`config.mk`:
```
export PLATFORM = sky130hd
export DESIGN_NAME = ddr2_avl_traffic_master
export DESIGN_NICKNAME = d
export VERILOG_FILES = /design/src/rtl/ddr2_avl_pkg.sv /design/src/rtl/ddr2_avl_patgen.sv /design/src/rtl/ddr2_avl_traffic_master.sv
export SDC_FILE = /design/constraint.sdc
export NUM_CORES = 1
export LEC_CHECK = 0
export ABC_AREA = 1
export ABC_CLOCK_PERIOD_IN_PS = 2400
export CAP_MARGIN = 20
export CORE_MARGIN = 2
export CORE_UTILIZATION = 50
export CTS_BUF_LIST = sky130_fd_sc_hd__clkbuf_8
export CTS_CLUSTER_SIZE = 10
export DETAILED_ROUTE_END_ITERATION = 8
export GPL_TIMING_DRIVEN = 1
export PLACE_DENSITY = 0.82
export SETUP_SLACK_MARGIN = 0.2
export SYNTH_ARGS = -nofsm -noshare
export SYNTH_HDL_FRONTEND = slang
export SYNTH_HIERARCHICAL = 1
export SYNTH_SLANG_ARGS = --single-unit
```
`constraint.sdc`:
```
create_clock -name CLK -period 2.4 [get_ports CLK]
set_input_delay 0.48 -clock CLK [delete_from_list [all_inputs] [get_ports CLK]]
set_output_delay 0.48 -clock CLK [all_outputs]
set_load 0.01 [all_outputs]
```
`src/rtl/ddr2_avl_pkg.sv`:
```
// Shared types and constants for the DDR2 Avalon traffic master: state
// encoding, bus widths and the fixed bytes of the test pattern.
package ddr2_avl_pkg;

    localparam int ADDR_W = 24;
    localparam int DATA_W = 64;

    localparam logic [7:0] PAT_HI = 8'hA5;
    localparam logic [7:0] PAT_LO = 8'h5A;

    typedef enum logic [2:0] {
        IDLE,
        WAIT_CAL,
        WRITE,
        READ,
        DRAIN,
        FINISH
    } state_t;

endpackage

```
`src/rtl/ddr2_avl_patgen.sv`:
```
// Address-to-pattern function: each word carries its own address and its
// complement so stuck, swapped or aliased address bits all show up as data errors.
module ddr2_avl_patgen
    import ddr2_avl_pkg::*;
(
    input  logic [ADDR_W-1:0] addr,
    output logic [DATA_W-1:0] data
);

    assign data = {PAT_HI, addr, PAT_LO, ~addr};

endmodule

```
`src/rtl/ddr2_avl_traffic_master.sv`:
```
// Write-then-read-back sweep over DDR2 through the controller's Avalon port,
// with bounded read pipelining and in-order data checking.
module ddr2_avl_traffic_master
    import ddr2_avl_pkg::*;
#(
    parameter logic [ADDR_W-1:0] ADDR_LAST = 24'h000FFF,
    parameter int                MAX_OUTST = 8
) (
    input  logic              CLK,
    input  logic              nRST,
    input  logic              local_init_done,
    input  logic              local_cal_success,
    input  logic              local_cal_fail,
    input  logic              start,
    input  logic              avl_ready,
    output logic              avl_write_req,
    output logic              avl_read_req,
    output logic              avl_burstbegin,
    output logic [ADDR_W-1:0] avl_addr,
    output logic              avl_size,
    output logic [DATA_W-1:0] avl_wdata,
    input  logic [DATA_W-1:0] avl_rdata,
    input  logic              avl_rdata_valid,
    output logic              busy,
    output logic              done,
    output logic              pass,
    output logic              cal_err,
    output logic [15:0]       err_count,
    output logic [ADDR_W-1:0] first_err_addr
);

    localparam logic [3:0] OUTST_LIM = 4'(MAX_OUTST);

    state_t            state, state_nxt;
    logic [ADDR_W-1:0] addr, exp_addr;
    logic [3:0]        outst;
    logic              cmd_pend, first_seen, abort_seen;
    logic [DATA_W-1:0] wr_pat, exp_pat;
    logic              in_test, abort, wr_acc, rd_acc, rd_beat, mismatch;

    ddr2_avl_patgen u_wr_pat  (.addr(addr),     .data(wr_pat));
    ddr2_avl_patgen u_exp_pat (.addr(exp_addr), .data(exp_pat));

    assign busy           = (state != IDLE);
    assign avl_write_req  = (state == WRITE);
    assign avl_read_req   = (state == READ) && (outst < OUTST_LIM);
    assign avl_burstbegin = (avl_write_req || avl_read_req) && !cmd_pend;
    assign avl_addr       = (avl_write_req || avl_read_req) ? addr : '0;
    assign avl_wdata      = avl_write_req ? wr_pat : '0;
    assign avl_size       = 1'b1;

    assign in_test  = (state == WRITE) || (state == READ) || (state == DRAIN);
    assign abort    = in_test && (abort_seen || !local_init_done);
    assign wr_acc   = avl_write_req && avl_ready;
    assign rd_acc   = avl_read_req && avl_ready;
    // Beats outside READ/DRAIN belong to an aborted sweep and are dropped.
    assign rd_beat  = avl_rdata_valid && ((state == READ) || (state == DRAIN));
    assign mismatch = rd_beat && (avl_rdata != exp_pat);

    // NOTE: state is sequential, so it takes non-blocking assignments only.
    always_ff @(posedge CLK or negedge nRST) begin
        if (!nRST) state <= IDLE;
        else       state <= state_nxt;
    end

    always_comb begin
        // NOTE: default first, so no path through the case can infer a latch.
        state_nxt = state;
        case (state)
            IDLE:     if (start) state_nxt = WAIT_CAL;
            WAIT_CAL: begin
                if (local_cal_fail)                            state_nxt = FINISH;
                else if (local_init_done && local_cal_success) state_nxt = WRITE;
            end
            WRITE: begin
                if (wr_acc) begin
                    if (abort)                  state_nxt = FINISH;
                    else if (addr == ADDR_LAST) state_nxt = READ;
                end
            end
            READ: begin
                // An abort lets a presented read finish its handshake first.
                if (rd_acc) begin
                    if (abort)                  state_nxt = FINISH;
                    else if (addr == ADDR_LAST) state_nxt = DRAIN;
                end else if (abort && !avl_read_req) begin
                    state_nxt = FINISH;
                end
            end
            DRAIN:    if (abort || (outst == '0)) state_nxt = FINISH;
            FINISH:   state_nxt = IDLE;
            default:  state_nxt = IDLE;
        endcase
    end

    always_ff @(posedge CLK or negedge nRST) begin
        if (!nRST) begin
            addr           <= '0;
            exp_addr       <= '0;
            outst          <= '0;
            cmd_pend       <= 1'b0;
            first_seen     <= 1'b0;
            abort_seen     <= 1'b0;
            done           <= 1'b0;
            pass           <= 1'b0;
            cal_err        <= 1'b0;
            err_count      <= '0;
            first_err_addr <= '0;
        end else begin
            done     <= (state == FINISH);
            cmd_pend <= (avl_write_req || avl_read_req) && !avl_ready;

            if ((state == IDLE) && start) begin
                addr           <= '0;
                exp_addr       <= '0;
                outst          <= '0;
                first_seen     <= 1'b0;
                abort_seen     <= 1'b0;
                pass           <= 1'b0;
                err_count      <= '0;
                first_err_addr <= '0;
            end

            if ((state == WAIT_CAL) && local_cal_fail) cal_err <= 1'b1;
            if (in_test && !local_init_done) begin
                cal_err    <= 1'b1;
                abort_seen <= 1'b1;
            end

            if (wr_acc) addr <= (addr == ADDR_LAST) ? '0 : addr + 1'b1;
            if (rd_acc) addr <= addr + 1'b1;

            case ({rd_acc, rd_beat})
                2'b10:   outst <= outst + 4'd1;
                2'b01:   if (outst != '0) outst <= outst - 4'd1;
                default: ;
            endcase

            if (rd_beat) exp_addr <= exp_addr + 1'b1;
            if (mismatch) begin
                if (err_count != '1) err_count <= err_count + 16'd1;
                if (!first_seen) begin
                    first_seen     <= 1'b1;
                    first_err_addr <= exp_addr;
                end
            end

            if (state == FINISH) pass <= (err_count == '0) && !cal_err;
        end
    end

endmodule
```
== After elaboration in Yosys (flattened, before gate mapping) ==
Index checks and enable logic that the tools add are counted.

* Add/sub/neg operators: 5
* Order comparisons: 1
* Equality and inequality tests: 17
* Mux-type cells: 36
* Bitwise operators: 2
* Reductions and logical operators: 36

{| class="wikitable"
|+ Operators with widths
! cell !! number
|-
| $mux 24 || 9
|-
| $mux 64 || 1
|-
| $ne 64x64->1 || 1
|-
| $add 24x1->24 const B || 2
|-
| $mux 16 || 3
|-
| $not 24->24 || 2
|-
| $mux 3 || 11
|-
| $eq 24x12->1 const B || 1
|-
| $add 16x1->16 const B || 1
|-
| $logic_not 16->1 || 1
|-
| $ne 16x16->1 const B || 1
|-
| $pmux 3 s5 || 1
|-
| $logic_and 1x1->1 || 14
|-
| $mux 1 || 8
|-
| $mux 4 || 2
|-
| $pmux 4 s2 || 1
|-
| $reduce_bool 2->1 || 4
|-
| $reduce_and 7->1 || 1
|-
| $eq 3x2->1 const B || 2
|-
| $eq 3x3->1 const B || 2
|-
| $logic_or 1x1->1 || 6
|-
| $reduce_bool 3->1 || 2
|-
| $logic_not 1->1 || 5
|-
| $add 4x1->4 const B || 1
|-
| other kinds (14) || 15
|}

* Register bits: 101

== Depth between registers and ports, before layout ==
Gate-level depths: netlist of the first run.

* Word-level depth: 8
* Mapped depth: 14
* Depth with buffers taken out: 13

== Modules after synthesis ==
The synthesis of the first run kept the hierarchy.

{| class="wikitable"
|+ By module, submodules not included
! module !! instances !! cells each !! area an instance (µm²)
|-
| ddr2_avl_traffic_master || 1 || 1411 || 8221.6
|-
| ddr2_avl_patgen || 2 || 66 || 397.9
|}

== Worst setup path after synthesis of the first run ==
OpenSTA, ideal clock, no wires.

* Kind: register to output
* Start point: register state[1]
* End point: output port avl_addr[10]
* Arrival: 1.390 ns
* Required time: 1.920 ns
* Setup slack: 0.530 ns
* Stages on the path, launching flop included: 8
* Buffers on the path: 1
* Cells stage by stage: dfrtp_1 > inv_2 > nor2_2 > nand2_2 > inv_1 > nor2_2 > clkbuf_1 > nor2_1

{| class="wikitable"
|+ RTL lines
! element !! line !! source
|-
| start: declaration || ddr2_avl_traffic_master.sv:34 || <nowiki>state_t state, state_nxt;</nowiki>
|-
| start signal: assignment || ddr2_avl_traffic_master.sv:63 || <nowiki>else state <= state_nxt;</nowiki>
|-
| $eq 3x2->1 || ddr2_avl_traffic_master.sv:45 || <nowiki>assign avl_write_req = (state == WRITE);</nowiki>
|-
| via avl_write_req || ddr2_avl_traffic_master.sv:16 || <nowiki>output logic avl_write_req,</nowiki>
|-
| $logic_or 1x1->1 || ddr2_avl_traffic_master.sv:48 || <nowiki>assign avl_addr = (avl_write_req || avl_read_req) ? addr : '0;</nowiki>
|-
| $mux 24 || ddr2_avl_traffic_master.sv:48 ||
|-
| end: declaration || ddr2_avl_traffic_master.sv:19 || <nowiki>output logic [ADDR_W-1:0] avl_addr,</nowiki>
|}

The timed path passes the listed nets, and every way through them passes these cells.

== Worst setup path after layout of the first run ==
* Start point: register state[2]
* End point: output port avl_wdata[43]

* Word-level cells in the longest chain between the ends: 2

{| class="wikitable"
|+ RTL lines
! element !! line !! source
|-
| $eq 3x2->1 || ddr2_avl_traffic_master.sv:45 ||
|-
| $mux 64 || ddr2_avl_traffic_master.sv:49 || <nowiki>assign avl_wdata = avl_write_req ? wr_pat : '0;</nowiki>
|-
| end: declaration || ddr2_avl_traffic_master.sv:21 || <nowiki>output logic [DATA_W-1:0] avl_wdata,</nowiki>
|}

No other way between the ends.

==> reports/qor.csv, run 1 <==
metric,value,unit
status,"finished, final reports clean",
worst path arrival time,1690,ps
Worst R2R End,addr[14],
mean post-synth cell area,5.84,um^2
DR vias/cell,4.87,
Root Buffer Master,clkbuf_8,
Clock Power Share,0.190,
Initial Util,0.505,
CP Buf/Inv Count,2,
die area,19100,um^2
internal power,3550,uW
Cells after DPL,1901,
"Cell Count, Final, Fillers Out",1926,
CTS H-tree lvls,3,
critical path class,flop to output port,
post-route setup TNS,0,ps
critical-path cell list,nor2_4 -> nand2_4 -> buf_16 -> nor2_1 -> dlygate4sd2_1,
Die Wd,138,um
Setup Viol. Count Final,0,
CTS tree,built,
CP Capture Type,output port,
DRC Markers,0,
slowest cell delay on critical path,460,ps
unrepaired setup endpoints after global routing,true,
Post-Syn Area,9020,um^2
largest area contributor in the netlist,dfrtp_1,
Layout Nets,1772,
Synth top cells by count,"nand2_1 (427), inv_1 (336), nor2_1 (244)",
GR Overflow Total,0,
footprint of the multi-input gates,4570,um^2
P per Cell Area,561,nW/um^2
final max-slew violation count,0,
Ys Warns,6,
routability cong.,0.945,
diode count,0,
switching power,2610,uW
Sink Count,101,
Seq cells post-synth,101,
Peak VDD IR,0.414,mV
CP Launch Point,state[2],
asr flop ratio synth,1.00,
CP Launch Type,flop,
fraction of layout cells with a size suffix above 1,0.0825,
Post-synth EDFFs,0,
"critical path fanouts, max",33,
combinational share of power,0.458,
mean routed wirelength per cell,12.5,um
Slew @ Worst Pin,636,ps
Max-cap violations,0,
period utilization,0.904,
synth-to-layout area growth,21.8,%
number of I/O pins,208,
Worst Setup EP,avl_wdata[43],
GRT Total Usage,0.250,
Synth area leaders,"dfrtp_1 (28%), nand2_1 (18%), inv_1 (14%)",
worst reg2reg path depth,11,
die outline height,138,um
final setup margin,230,ps
"Hold Violations, Final",0,
CP max-delay cell,dfrtp_2,
DRT Pass-1 Iters,6,
largest net degree at the start of global routing,44,
dpl hpwl,18200,um
share of the synthesized area in the top cell type,0.280,
HP Class,primary input to asynchronous set/reset pin,
highest clock rate,461,MHz
Worst path top cell family by delay,buffers and inverters,
1st-iter DRT viols,727,
final core occ,0.616,
first-pass GRT wire length,40100,um
Sw Share,0.423,
Buffers on Ports,198,
fillers,1711,
Main synth FF type,dfrtp_1,
number of global-route vias before repair,8384,
Clock Tree Buf Depth,2,
pre-CTS WS,46.7,ps
Flop pwr share,0.352,
total CTS buffers,9,
initial antenna violation count,0,
core area,17800,um^2
Mapped Cells,1543,
register area,2530,um^2
WP data required,1920,ps
Max-slew headroom,0.576,
Worst Skew,14.6,ps
critical path depth in cells,5,
Cell Rows,49,
"Reg clk slew, reported paths",100,ps
Pwr Total,6160,uW
Worst R2R Start,state[2],
final WL,24100,um
unique cell type count in the Yosys netlist,42,
Via Count,9379,
min Tclk post-route,2170,ps
reg2reg setup slack,350,ps
Worst-Skew Late Latency,390,ps
Static Leak,0.00620,uW
antenna-violating nets left,0,
sequential share of the synthesized area,0.280,
top-count cell post-synth,nand2_1,
==> area by class of cell <==
type / count / share of cell area
multi-input cells: 1007 / 0.416
repair buffers: 230 / 0.191
clock inverters: 7 / 0.00729
clock buffers: 9 / 0.0113
inverters: 343 / 0.118
well taps: 229 / 0.0261
flip-flops and latches: 101 / 0.231
==> how the worst min path moves through the flow <==
| stage | from | end | slack [ps] | cells past startpoint |
|---|---|---|---|---|
| after floorplan | nRST | abort_seen | 180 | 0 |
| after global placement | abort_seen | abort_seen | 470 | 2 |
| after detailed placement | abort_seen | abort_seen | 480 | 2 |
| after CTS | nRST | addr[17] | 120 | 1 |
| after global routing | nRST | addr[9] | 150 | 1 |
| final | nRST | addr[9] | 110 | 1 |
==> state kept, by name (all words and copies together), names as in the netlist, 3 cells and up <==
name,cells
addr,24
exp_addr,24
first_err_addr,24
err_count,16
outst,4
state,3
==> layer usage <==
metal,part of all wire,track usage
met1,0.43,0.339
met2,0.48,0.423
met3,0.070,0.0301
met4,0.019,0.0698
met5,0,0
==> cells by family after synthesis <==
family | count (synthesis) | share of synthesized area
flip-flops | 101 | 0.280
XOR/XNOR | 36 | 0.0350
buffers and inverters | 463 | 0.230
AO/OA/AOI/OAI | 112 | 0.0679
adder cells (fa/ha/maj) | 8 | 0.0111
other | 5 | 0.00208
multiplexers | 2 | 0.00236
AND/OR/NAND/NOR | 816 | 0.371
==> stage by stage <==
stage          cell area, um^2  hold slack (ps)
2_1_floorplan             9120              184
3_3_place_gp             10900              469
3_5_place_dp             10900              478
4_1_cts                  11000              122
5_1_grt                  11000              150
6_report                 11000              110
==> layout by cell type (no fill, tap or decap), types with 5 or more instances in the layout <==
cell / count
nand2_1: 425
inv_1: 333
nor2_1: 238
clkdlybuf4s50_1: 113
dfrtp_1: 97
nand3_1: 85
o21ai_0: 66
dlygate4sd2_1: 36
xor2_1: 33
conb_1: 33
buf_2: 24
nor3_1: 23
buf_4: 23
clkbuf_2: 20
a21oi_1: 16
nand4_1: 11
o22ai_1: 10
clkbuf_8: 9
buf_12: 8
inv_2: 7
ha_1: 7
nor2_2: 6
o21ai_1: 6
nor2_4: 5
==> what timing repair did <==
item | CTS | global route
gates resized for setup | 174 | 58
hold buffers | 0 | 0
gates cloned | 2 | 0
setup buffers | 4 | 3
pin swaps | 2 | 5
endpoints found under the setup margin | 84 | 69
==> power groups by stage <==
stage                     registers (uW)  clock network (uW)  logic, uW
final                               2170                1170       2820
after global routing                2200                1250       3110
after global placement              2180                   0       2660
after CTS                           2160                1190       2800
after detailed placement            2190                   0       2730
after floorplan                     2140                   0       1650
Note: power is estimated with default switching activity, not from simulation.
==> run 2, diff against run 1 <==
Settings changed: CORE_UTILIZATION 50 to 30, CTS_BUF_LIST sky130_fd_sc_hd__clkbuf_8 to not set, PLACE_DENSITY 0.82 to 0.54, SLEW_MARGIN set to 20.
==> run 2 against run 1 <==
Compared with the run above: register-to-register slack worse by 90 ps; sequential share of layout area is 1.8 points lower; clock skew is 1.1 ps higher; setup slack worse by 230 ps; die area is 64% higher; cell count is 9.2% higher; clock-buffer cell count stayed put; critical endpoint is now avl_wdata[6].
==> reports/qor.csv, run 2 (synthesized netlist as in run 1, its figures left out) <==
metric,value,unit
Worst R2R Start,state[1],
Sw Share,0.403,
switching power,2820,uW
period utilization,0.999,
Worst R2R End,addr[12],
number of I/O pins,208,
mean routed wirelength per cell,13.0,um
worst path arrival time,1920,ps
Clock Tree Buf Depth,2,
Via Count,9153,
Cells after DPL,2068,
Max-slew headroom,0.597,
final setup margin,2.85,ps
number of global-route vias before repair,8324,
synth-to-layout area growth,32.1,%
Flop pwr share,0.311,
GRT Total Usage,0.171,
die outline height,177,um
Buffers on Ports,198,
initial antenna violation count,1,
Cell Rows,63,
min Tclk post-route,2400,ps
"commonest non-fill, non-tap cell in the layout",nand2_1,
Worst Skew,15.7,ps
Slew @ Worst Pin,605,ps
Worst path top cell family by delay,buffers and inverters,
status,"finished, final reports clean",
reg2reg setup slack,260,ps
P per Cell Area,589,nW/um^2
final core occ,0.402,
final max-slew violation count,0,
1st-iter DRT viols,564,
fraction of layout cells with a size suffix above 1,0.0940,
biggest registers after layout,"addr x24, exp_addr x24, first_err_addr x24",
diode count,0,
"Reg clk slew, reported paths",80,ps
most frequent cells in the layout,"nand2_1 (425), inv_1 (333), nor2_1 (215)",
Die Wd,177,um
total CTS buffers,9,
"critical path fanouts, max",64,
Max-cap violations,0,
die area,31500,um^2
unrepaired setup endpoints after global routing,true,
CP Launch Type,flop,
dpl hpwl,20800,um
DR vias/cell,4.35,
Sink Count,101,
internal power,4190,uW
CTS H-tree lvls,3,
Clock Power Share,0.236,
CP max-delay cell,clkdlybuf4s50_1,
Root Buffer Master,clkbuf_16,
CTS tree,built,
GR Overflow Total,0,
Static Leak,0.00655,uW
pre-CTS WS,-178,ps
highest clock rate,417,MHz
WP data required,1920,ps
combinational share of power,0.453,
worst reg2reg path depth,9,
post-route setup TNS,0,ps
"Cell Count, Final, Fillers Out",2103,
"Hold Violations, Final",0,
DRT Pass-1 Iters,5,
Post-CTS Hold Fix Bufs,0,
final WL,27300,um
Pwr Total,7020,uW
core area,29600,um^2
Layout Nets,1788,
HP Class,primary input to asynchronous set/reset pin,
critical-path cell list,nor2_4 -> nand2_4 -> buf_12 -> nor2_1 -> clkdlybuf4s50_1,
routability cong.,0.858,
Initial Util,0.304,
Worst-Skew Late Latency,360,ps
critical path class,flop to output port,
Setup Viol. Count Final,0,
Peak VDD IR,0.336,mV
first-pass GRT wire length,42800,um
largest net degree at the start of global routing,65,
CP Capture Type,output port,
slowest cell delay on critical path,540,ps
DRC Markers,0,
CP Buf/Inv Count,2,
antenna-violating nets left,0,
run 2: layout make-up:
type,instances,area (um^2)
Clock buffer,9,225
Clock inverter,7,103
Inverter,343,1290
Tap cell,390,488
Sequential cell,101,2530
Fill cell,3218,17700
Timing Repair Buffer,246,2530
Multi-Input combinational cell,1007,4740
run 2: layer usage:
metal	up-vias	track usage	wire [um]
met5	-	0	13
met4	2	0.0352	309
met3	23	0.0298	1360
met2	218	0.289	12800
met1	4109	0.229	12900
li1	4801	-	-
run 2: timing repair:
item | in CTS | in global routing
endpoints found under the setup margin | 127 | 158
gates resized for setup | 127 | 135
gates cloned | 1 | 2
pin swaps | 2 | 5
setup buffers | 6 | 10
run 2: per-stage QoR:
stage          hold WS [ps]  instance area (um^2)
2_1_floorplan           184                  9120
3_3_place_gp            469                 11100
3_5_place_dp            475                 11100
4_1_cts                93.3                 11400
5_1_grt                 106                 11900
6_report               79.2                 11900
run 2: worst max-delay path by stage:
stage / startpoint / to / slack, ps / cells past startpoint
2_1_floorplan: state[1] / avl_addr[10] / 530 / 7
3_3_place_gp: avl_rdata[16] / first_seen / -130 / 13
3_5_place_dp: avl_rdata[16] / err_count[2] / -180 / 14
4_1_cts: state[2] / avl_wdata[6] / -10 / 5
5_1_grt: state[1] / avl_wdata[12] / -80 / 6
6_report: state[2] / avl_wdata[6] / 3 / 5
run 2: power by group through the flow:
stage | Combinational [uW] | Clock (uW) | Sequential (uW)
3_5_place_dp | 2760 | 0 | 2200
3_3_place_gp | 2740 | 0 | 2200
4_1_cts | 2890 | 1730 | 2170
2_1_floorplan | 1650 | 0 | 2140
6_report | 3180 | 1660 | 2180
5_1_grt | 3500 | 1790 | 2220
==> run 3, diff against run 2 <==
Settings changed: ABC_CLOCK_PERIOD_IN_PS 2400 to 2300, CORE_UTILIZATION 30 to 50, PLACE_DENSITY 0.54 to 0.82.
Clock period 2.4 ns to 2.3 ns, I/O delays scaled along.
==> run 3 against run 2 <==
Compared with the run above: register-to-register slack lost 80 ps; largest cell class unchanged; total power grew 3.5%; clock-buffer cell count grew 1; core utilization grew 24 points; critical path depth grew 3; die area shrank 39%; cell count shrank 7.3%; global-route usage grew 8.6 points; clock power shrank 5%; non-clock buffer count grew 7; design area shrank 3.2%.
==> reports/qor.csv, run 3 (synthesized netlist as in run 1, its figures left out) <==
metric,value,unit
reg2reg setup slack,180,ps
"critical path fanouts, max",6,
register area,2530,um^2
HP Class,primary input to asynchronous set/reset pin,
Worst R2R End,outst[0],
Initial Util,0.505,
WP data required,1840,ps
CP Launch Type,flop,
antenna-violating nets left,0,
Layout Nets,1795,
largest net degree at the start of global routing,49,
fillers,1614,
DRT Pass-1 Iters,5,
unrepaired setup endpoints after global routing,true,
most frequent cells in the layout,"nand2_1 (424), inv_1 (332), nor2_1 (219)",
Clock Tree Buf Depth,2,
highest clock rate,447,MHz
"Hold Violations, Final",0,
routability cong.,0.944,
synth-to-layout area growth,27.9,%
Worst-Skew Late Latency,350,ps
biggest registers after layout,"addr x24, exp_addr x24, first_err_addr x24",
GR Overflow Total,0,
Slew @ Worst Pin,683,ps
"commonest non-fill, non-tap cell in the layout",nand2_1,
diode count,0,
Buffers on Ports,198,
Root Buffer Master,clkbuf_16,
critical path class,flop to output port,
mean routed wirelength per cell,13.2,um
GRT Total Usage,0.257,
number of I/O pins,208,
DRC Markers,0,
die outline height,138,um
number of global-route vias before repair,8517,
"Reg clk slew, reported paths",70,ps
core area,17800,um^2
Max-slew headroom,0.545,
final max-slew violation count,0,
Cell Rows,49,
worst path arrival time,1780,ps
initial antenna violation count,0,
P per Cell Area,630,nW/um^2
1st-iter DRT viols,919,
Hold Slack,87.4,ps
Sink Count,101,
Die Wd,138,um
dpl hpwl,18200,um
CP Capture Type,output port,
footprint of the multi-input gates,4700,um^2
DR vias/cell,4.91,
fraction of layout cells with a size suffix above 1,0.117,
Setup Viol. Count Final,0,
CTS H-tree lvls,3,
status,"finished, final reports clean",
Max-cap violations,0,
die area,19100,um^2
Via Count,9578,
Peak VDD IR,0.486,mV
first-pass GRT wire length,40900,um
Worst R2R Start,state[1],
Post-CTS Hold Fix Bufs,0,
total CTS buffers,9,
final WL,25800,um
CTS tree,built,
pre-CTS WS,-74.2,ps
min Tclk post-route,2240,ps
Static Leak,0.00633,uW
Worst Skew,9.92,ps
final setup margin,63.6,ps
worst reg2reg path depth,12,
period utilization,0.972,
[run 3: cell types whose count changed in the layout (fill, tap and decap cells not counted), moves of 3 or more]
cell	change
nor2_4	-6
clkdlybuf4s50_1	-24
buf_4	+3
clkbuf_2	+33
buf_16	+3
dlygate4sd2_1	+6
nor2_1	+4
dlymetal6s2s_1	-18
buf_12	+4
buf_6	-6
buf_2	+8
buf_8	-4
[run 3: where the power goes]
part	switching [uW]	leakage [uW]	internal, uW	total, uW
Combinational	1950	0.00481	1470	3420
Sequential	273	0.00138	1990	2270
Clock	720	0.000145	857	1580
[run 3: cell type report]
type                       count  share of cell area
clock inverter                 6             0.00619
timing repair buffer         253               0.209
clock buffer                  10              0.0199
multi-input combinational   1007               0.407
tap                          229              0.0249
inverter                     343               0.112
sequential                   101               0.220
[run 3: metal layers]
layer / global-route usage / wire [um] / part of all wire / vias up
met5: 0 / 0 / 0 / -
met4: 0.0720 / 545 / 0.021 / 0
met3: 0.0305 / 1860 / 0.072 / 51
met2: 0.440 / 12500 / 0.49 / 397
met1: 0.345 / 10900 / 0.42 / 4316
li1: - / - / - / 4814
[run 3: stage by stage]
stage / instance area (um^2) / std cells / setup TNS [ps] / utilization / power, uW
floorplan: 9120 / 1571 / 0 / - / 3960
finish: 11500 / 1949 / 0 / 0.646 / 7260
global placement: 10900 / 1908 / -1600 / 0.611 / 5090
CTS: 11200 / 1935 / 0 / 0.629 / 6900
global route: 11500 / 1949 / 0 / 0.646 / 7670
detailed placement: 10900 / 1908 / -2240 / 0.611 / 5150
[run 3: timing repair]
action / in CTS / in global routing
resized for setup: 193 / 142
endpoints found under the setup margin: 84 / 157
endpoints found under the hold margin: 0 / 0
setup buffers: 8 / 11
cloned: 3 / 3
pin swaps: 3 / 5
[run 3: worst max-delay path: stages, from the launching register on]
cell and delay, ps:
dfrtp_1 410, buf_6 140, nand2_4 60, nor3_4 190
nor2_4 80, buf_12 140, buf_16 140, nor2_1 120
buf_2 160
[run 3: worst max path at each step]
stage	to	cells past startpoint	slack, ps	startpoint
after floorplan	avl_addr[10]	7	450	state[1]
after global placement	first_err_addr[21]	14	-60	avl_rdata[49]
after detailed placement	first_err_addr[23]	13	-70	avl_rdata[49]
after CTS	avl_addr[1]	9	140	state[1]
after global routing	avl_addr[14]	8	30	state[1]
final	avl_addr[14]	8	60	state[1]
